--- config.mk ---
export PLATFORM = sky130hd
export DESIGN_NAME = phase_tag_uart_tx
export DESIGN_NICKNAME = d
export VERILOG_FILES = /design/src/rtl/phase_uart_pkg.sv /design/src/rtl/uart_tx_byte.sv /design/src/rtl/phase_tag_uart_tx.sv
export SDC_FILE = /design/constraint.sdc
export NUM_CORES = 1
export LEC_CHECK = 0
export CELL_PAD_IN_SITES_DETAIL_PLACEMENT = 1
export CELL_PAD_IN_SITES_GLOBAL_PLACEMENT = 2
export CORE_MARGIN = 8
export CORE_UTILIZATION = 36
export DETAILED_ROUTE_END_ITERATION = 10
export PLACE_DENSITY = 0.81
export SLEW_MARGIN = 5
export SYNTH_ARGS = -nofsm -noshare
export SYNTH_HDL_FRONTEND = slang
export SYNTH_SLANG_ARGS = --single-unit
export TNS_END_PERCENT = 20
--- constraint.sdc ---
create_clock -name clk -period 1.9 [get_ports clk]
set_input_delay 0.285 -clock clk [delete_from_list [all_inputs] [get_ports clk]]
set_output_delay 0.285 -clock clk [all_outputs]
set_load 0.02 [all_outputs]
--- src/rtl/phase_uart_pkg.sv ---
// rtl/phase_uart_pkg.sv - shared state type, frame constants and byte helpers for the phase-tag UART
package phase_uart_pkg;

  typedef enum logic [2:0] {IDLE, READ, LATCH, SEND, DONE} state_t;

  localparam int FRAME_BYTES = 4;
  localparam logic [7:0] DEFAULT_SYNC_BYTE = 8'hA5;

  function automatic logic [7:0] tag_checksum(input logic [15:0] tag);
    return tag[15:8] ^ tag[7:0];
  endfunction

  function automatic logic [7:0] frame_byte(input logic [7:0] sync, input logic [15:0] tag,
                                            input logic [1:0] idx);
    logic [7:0] b;
    case (idx)
      2'd0:    b = sync;
      2'd1:    b = tag[15:8];
      2'd2:    b = tag[7:0];
      default: b = tag_checksum(tag);
    endcase
    return b;
  endfunction

endpackage

--- src/rtl/uart_tx_byte.sv ---
// rtl/uart_tx_byte.sv - 8N1 byte serialiser with registered tx and an end-of-stop done pulse
module uart_tx_byte #(
  parameter int CLKS_PER_BIT = 104
) (
  input  logic       clk,
  input  logic       rst_n,
  input  logic       start,
  input  logic [7:0] data,
  output logic       tx,
  output logic       done
);

  localparam int CW = (CLKS_PER_BIT > 2) ? $clog2(CLKS_PER_BIT) : 1;
  localparam logic [CW-1:0] BAUD_LAST = CW'(CLKS_PER_BIT - 1);
  localparam logic [CW-1:0] BAUD_PRE  = CW'(CLKS_PER_BIT - 2);
  localparam logic [3:0]    STOP_BIT  = 4'd9;

  logic          active;
  logic [CW-1:0] baud_cnt;
  logic [3:0]    bit_idx;
  logic [8:0]    shift;

  // start wins over the final stop cycle so consecutive bytes abut with no idle gap
  always_ff @(posedge clk or negedge rst_n) begin
    if (!rst_n) begin
      active   <= 1'b0;
      baud_cnt <= '0;
      bit_idx  <= '0;
      shift    <= '0;
      tx       <= 1'b1;
      done     <= 1'b0;
    end else begin
      done <= 1'b0;
      if (start) begin
        active   <= 1'b1;
        baud_cnt <= '0;
        bit_idx  <= '0;
        shift    <= {1'b1, data};
        tx       <= 1'b0;
      end else if (active) begin
        if (baud_cnt == BAUD_LAST) begin
          baud_cnt <= '0;
          if (bit_idx == STOP_BIT) begin
            active <= 1'b0;
            tx     <= 1'b1;
          end else begin
            bit_idx <= bit_idx + 4'd1;
            tx      <= shift[0];
            shift   <= {1'b1, shift[8:1]};
          end
        end else begin
          baud_cnt <= baud_cnt + CW'(1);
        end
        if (bit_idx == STOP_BIT && baud_cnt == BAUD_PRE) done <= 1'b1;
      end
    end
  end

endmodule

--- src/rtl/phase_tag_uart_tx.sv ---
// rtl/phase_tag_uart_tx.sv - pops 16-bit phase tags from a FIFO and sends each as a 4-byte UART frame
module phase_tag_uart_tx
  import phase_uart_pkg::*;
#(
  parameter int         CLKS_PER_BIT = 104,
  parameter logic [7:0] SYNC_BYTE    = DEFAULT_SYNC_BYTE
) (
  input  logic        clk,
  input  logic        rst_n,
  input  logic        tx_enable,
  input  logic        fifo_empty,
  input  logic [15:0] fifo_data,
  output logic        fifo_rd_en,
  output logic        tx,
  output logic        busy,
  output logic [15:0] frames_sent
);

  localparam logic [1:0] LAST_BYTE = 2'(FRAME_BYTES - 1);

  state_t      state, state_next;
  logic [15:0] tag;
  logic [1:0]  byte_idx;
  logic        byte_start;
  logic        byte_done;
  logic [7:0]  byte_data;

  always_comb begin
    state_next = state;
    byte_start = 1'b0;
    byte_data  = SYNC_BYTE;
    case (state)
      IDLE:  if (tx_enable && !fifo_empty) state_next = READ;
      READ:  state_next = LATCH;
      // the sync byte does not depend on the tag, so it can launch while the tag is captured
      LATCH: begin
        state_next = SEND;
        byte_start = 1'b1;
      end
      SEND: begin
        if (byte_done) begin
          if (byte_idx == LAST_BYTE) begin
            state_next = DONE;
          end else begin
            byte_start = 1'b1;
            byte_data  = frame_byte(SYNC_BYTE, tag, byte_idx + 2'd1);
          end
        end
      end
      DONE:    state_next = IDLE;
      default: state_next = IDLE;
    endcase
  end

  always_ff @(posedge clk or negedge rst_n) begin
    if (!rst_n) begin
      state       <= IDLE;
      fifo_rd_en  <= 1'b0;
      busy        <= 1'b0;
      frames_sent <= '0;
      tag         <= '0;
      byte_idx    <= '0;
    end else begin
      state      <= state_next;
      fifo_rd_en <= (state_next == READ);
      busy       <= (state_next != IDLE);
      if (state == LATCH) begin
        tag      <= fifo_data;
        byte_idx <= '0;
      end
      if (state == SEND && byte_done && byte_idx != LAST_BYTE) byte_idx <= byte_idx + 2'd1;
      if (state == DONE) frames_sent <= frames_sent + 16'd1;
    end
  end

  uart_tx_byte #(
    .CLKS_PER_BIT(CLKS_PER_BIT)
  ) u_byte (
    .clk   (clk),
    .rst_n (rst_n),
    .start (byte_start),
    .data  (byte_data),
    .tx    (tx),
    .done  (byte_done)
  );

endmodule

-- Word-level counts from Yosys, hierarchy flattened
Index checks and enable logic that the tools add are counted.
- logic and storage cells: 78
- register bits: 62
- output and inout port bits: 19
- bits of input ports: 20
- $add $sub $neg: 4
- reductions and logical operators: 13
- muxes and demuxes: 35
- equal/unequal tests: 13
- bitwise gates (word level): 1
- operators by type and width (kind ; count):
    $mux W9 ; 4
    $mux W8 ; 3
    $pmux W8 S3 ; 1
    $mux W7 ; 3
    $add A16 B1 Y16 const B ; 1
    $mux W4 ; 4
    $eq A7 B7 Y1 const B ; 2
    $mux W1 ; 13
    $pmux W3 S4 ; 1
    $mux W3 ; 3
    $xor A8 B8 Y8 ; 1
    $add A7 B1 Y7 const B ; 1
    $eq A3 B1 Y1 const B ; 2
    $eq A3 B2 Y1 const B ; 2
    $reduce_bool A2 Y1 ; 3
    $add A4 B1 Y4 const B ; 1
    $eq A2 B2 Y1 const B ; 2
    $eq A4 B4 Y1 const B ; 1
    $logic_and A1 B1 Y1 ; 4
    $mux W2 ; 2
    $ne A2 B2 Y1 const B ; 2
    $eq A3 B3 Y1 const B ; 1
    $logic_not A3 Y1 ; 1
    $reduce_and A3 Y1 ; 1
    other kinds (7) ; 7

-- Longest topological paths before layout
- depth in word-level cells: 7
- depth in mapped cells: 8
- gate-level depth less buffers: 6

-- Modules after synthesis
Synthesis repeated with hierarchy kept, for this count alone.
- cell total of the unflattened synthesis: 330
- area, all modules: 3171.8 µm²
- modules (own cells, without submodules) (module ; sequential area each (µm²) ; area an instance (µm²) ; times used ; cells an instance):
    phase_tag_uart_tx ; 975.9 ; 1896.8 ; 1 ; 198
    uart_tx_byte ; 576.8 ; 1275.0 ; 1 ; 132

-- Worst setup path before layout
Ideal clock, no wire load.
- path type: reg2reg
- from: register byte_idx[0]
- to: register u_byte.baud_cnt[3]
- buffers on the path: 0
- library setup time: 0.079 ns
- arrival time: 1.602 ns
- data required time: 1.821 ns
- cell stages (with the launch flop): 6
- path slack: 0.219 ns
- clock period less this slack: 1.681 ns
- cells stage by stage: dfrtp_1 -> ha_1 -> nand2b_1 -> a221o_1 -> or3_1 -> a21oi_1
- word-level cells in the longest chain between the ends: 5
- elaborated cells between the ends (all ways): 6
- RTL lines (what ; line ; RTL):
    start: declaration ; phase_tag_uart_tx.sv:23 ; logic [1:0] byte_idx;
    start signal: assignment ; phase_tag_uart_tx.sv:71 ; if (state == SEND && byte_done && byte_idx != LAST_BYTE) byte_idx <= byte_idx + 2'd1;
    $eq A2 B2 Y1 * ; phase_tag_uart_tx.sv:42 ; if (byte_idx == LAST_BYTE) begin
    $mux W1 * ; phase_tag_uart_tx.sv:42 ;
    $mux W1 * ; phase_tag_uart_tx.sv:41 ; if (byte_done) begin
    $pmux W1 S2 * ; phase_tag_uart_tx.sv:32 ; case (state)
    $mux W7 or $reduce_bool A2 Y1 (tied branches) ; -- ;
    end signal: assignment ; uart_tx_byte.sv:52 ; baud_cnt <= baud_cnt + CW'(1);
    end: declaration ; uart_tx_byte.sv:19 ; logic [CW-1:0] baud_cnt;
Every way passes the cells marked *; elsewhere a longest branch is shown, timed or not.
A chain may end at the register's enable or synchronous reset.

-- Worst setup path after layout
- from: register byte_idx[1]
- to: register u_byte.baud_cnt[6]
Same word-level chain as after synthesis.

==> metrics.yaml <==
numCtsBuffers: 9
drv.max_cap_violation_count: 0
grt_max_degree: 63
critPathLaunchType: "register"
crit_fanout: 8
num-fill-cells: 878
drtPass1Iterations: 4
min_period_over_period_pct: 95.3
global_route.usage.total_pct: 12.6
tritoncts_num_sinks: 62
vias: 2204
final_hold_viol_count: 0
slowest_stage: "dfrtp_1"
grt_remaining_overflow: 0
timing.hold.worst.class: "register to register"
core-area_mm2: 0.00818
final_layout_size_suffix_gt1_share_pct: 18.4
reg2reg_slack_ps: 90
total_switching_power_uw: 576
finalWirelength_mm: 6.76
htree_levels: 3
whs_endpoint: "u_byte.shift[8]"
mappedNetlistArea_mm2: 0.00301
setup.worst_path.class: "register to register"
relSlewSlack_pct: 73.7
worstPathArrival_ps: 2080
tightestPinTransition_ps: 393
drt-initial-drc-count: 43
clkSlewWorstSetupHoldPaths_ps: 70
crit_path_end_kind: "register"
dpl-instance-area_mm2: 0.00356
ff2ff_path_depth: 5
initial_util_pct: 36.8
period_needed_ps: 1810
finish.instance_area_mm2: 0.00378
remaining_drc_errors: 0
clock_tree_from_tritoncts: "done"
most_frequent_cells_after_synthesis: "dfrtp_1, mux2_2, nor2_1, xnor2_1, a21oi_1"
power.sequential.fraction_pct: 53.0
grt_antenna_before_repair: 0
p_leak_nw: 1.66
die_area_mm2: 0.0115
route.detailed.vias_per_inst: 5.17
footprint_of_the_multi_input_gates_mm2: 0.00136
finalSetupViolations: 0
postRouteAntennaNets: 0
share_comb_of_total_power_pct: 4.3
post-route-util_pct: 46.2
port_buffers: 38
yosysMostFrequentCell: "dfrtp_1"
grt_first_pass_wirelength_mm: 11.4
synth.avg_cell_area_um2: 11.4
ctsLongestPathBuffers: 2
worstSkewPairLatency_ps: 340
power.density_cell_area_mw_per_mm2: 676
timing.hold.worst.start: "u_byte.shift[8]"
final_estimated_routing_congestion_in_global_placement: 0.741
finish.net_count: 345
critical-path-max-stage-delay_ps: 420
regToRegEndpoint: "u_byte.baud_cnt[6]"
grt_pass1_vias: 2322
placed_cells_incl_taps: 407
layout.cells.non_filler: 426
fmax_ghz: 0.552
crit_family: "compound AO/OA/AOI/OAI gates"
area_growth_syn_to_layout_pct: 25.6
synthTopCellsByArea: "dfrtp_1, mux2_2, xnor2_1"
timing.final.max_slew_violations: 0
rsz0062_at_grt: "false"
seq_area_frac_synth_pct: 51.6
sequential_cell_area_mm2: 0.00155
p_int_mw: 1.98
tns_ps: 0
worst_ep_required_time_ps: 2170
ioPinCount: 39
yosysTopAreaCell: "dfrtp_1"
outcome: "completed"
post_synth_inst_count: 263
detailedPlacementHpwl_mm: 4.70
power.clock.fraction_pct: 42.7
yosys.cell_types.count: 47
path_cells: "ha_1 -> nand2b_4 -> a221o_1 -> or3_1 -> a21oi_1"
die_width_um: 107
synth_top_flop_cell: "dfrtp_1"
die-height_um: 107
power.share.switching_pct: 22.5
n_antenna_cell: 0
yosysWarningCount: 0
worst_r2r_startpoint: "byte_idx[1]"
finClkSkew_ps: 7.37
synth_enable_flop_cells: 0
synth_top_area_share_pct: 50.7
wl_per_cell_um: 15.9
library_cell_used_as_clock_root_buffer: "clkbuf_8"
yosys_register_bits: 62
row_count: 33
max-vdd-ir-drop_v: 0.000279
holdPathStages: 2
synth.net_count: 292
startpoint: "byte_idx[1]"
critPathBufInv: 0
postSynth.asyncResetShare_pct: 100
[stage by stage]
step | setup slack (ps) | total power [mW] | hold slack [ps]
floorplan | 219 | 1.41 | -10.6
global placement | 120 | 1.49 | 324
detailed placement | 74.9 | 1.49 | 328
CTS | 43.1 | 2.60 | 470
global route | 7.14 | 2.67 | 494
finish | 89.4 | 2.56 | 468
[power groups by stage]
| stage | combinational, mW | sequential (mW) | clock (mW) |
|---|---|---|---|
| 2_1_floorplan | 0.0368 | 1.37 | 0 |
| 3_3_place_gp | 0.109 | 1.38 | 0 |
| 3_5_place_dp | 0.112 | 1.38 | 0 |
| 4_1_cts | 0.113 | 1.35 | 1.13 |
| 5_1_grt | 0.123 | 1.36 | 1.19 |
| 6_report | 0.110 | 1.35 | 1.09 |
[cells in the final DEF (no fill, tap or decap), types with 2 or more instances in the layout]
master           synthesis  routed
a211o_1                  3       3
buf_12                   0       2
dfrtp_1                 61      61
o21ai_0                 10      10
nor2_2                   2       2
and4_1                   4       4
or3_1                    4       4
mux2_2                  17      17
nand3_1                  7       7
xnor2_1                 17      17
nand2b_4                 1       2
nand4_1                  4       4
a22oi_1                  3       3
o32ai_1                  4       4
inv_1                   10      10
clkinv_2                 0       2
mux2i_1                  6       6
buf_4                    1      11
and3_1                   9       9
a21oi_1                 15      15
clkdlybuf4s50_1          0      37
a211oi_1                 2       2
o22ai_1                  2       2
xor2_1                   8       8
nand2_1                 11      11
nor3_1                   2       2
a221oi_1                 7       7
nor2_1                  17      17
ha_1                     9       9
and4bb_2                 2       2
clkbuf_8                 0      12
[flip-flops by register name (all words and copies together) (netlist names)]
register         count
u_byte.baud_cnt      7
busy                 1
tag                 16
frames_sent         16
state                3
byte_idx             2
u_byte.tx            1
u_byte.active        1
u_byte.bit_idx       4
fifo_rd_en           1
u_byte.shift         9
u_byte.done          1
[repair_timing]
action,CTS,global route
setup endpoints to repair,0,4
hold buffers,1,0
setup buffers,0,2
endpoints found under the hold margin,61,0
gates resized for setup,0,2
[worst register-to-register path: cells and delay by family, from the launching register on]
kind	cells	cell delay, ps
AOI/OAI and AO/OA	2	550
and+or+nand+nor	2	540
DFF	1	420
adders and majority gates	1	220
[cell type report]
class	count	share of cell area, %
flip-flops and latches	62	41.1
multi-input cells	181	36.1
repair buffers	52	13.4
clock buffers	13	4.47
well taps	105	3.48
inverters	10	0.993
clock inverters	3	0.464
[routing by layer]
metal | up-vias | share of wire [%] | GRT usage [%]
met5 | - | 0 | 0
met4 | 0 | 2.3 | 7.83
met3 | 11 | 3.8 | 3.23
met2 | 32 | 48 | 19.9
met1 | 1114 | 45 | 15.0
li1 | 1047 | - | -
[logic make-up after synthesis]
kind of cell / Yosys count / synth area share [%]
buffers and inverters: 20 / 3.37
DFF: 62 / 51.6
and+or+nand+nor: 72 / 13.8
muxes: 23 / 8.36
xor gates and xnor gates: 25 / 7.28
AOI/OAI and AO/OA: 52 / 11.9
adders and majority gates: 9 / 3.74
[worst max-delay path by stage]
stage	end	slack [ps]	cells after the start
floorplan	u_byte.baud_cnt[3]	220	5
global placement	u_byte.baud_cnt[3]	120	5
detailed placement	u_byte.baud_cnt[3]	70	5
CTS	u_byte.baud_cnt[6]	40	5
global route	u_byte.baud_cnt[5]	7	5
finish	u_byte.baud_cnt[6]	90	5
Power figures use the tool's default switching activity.
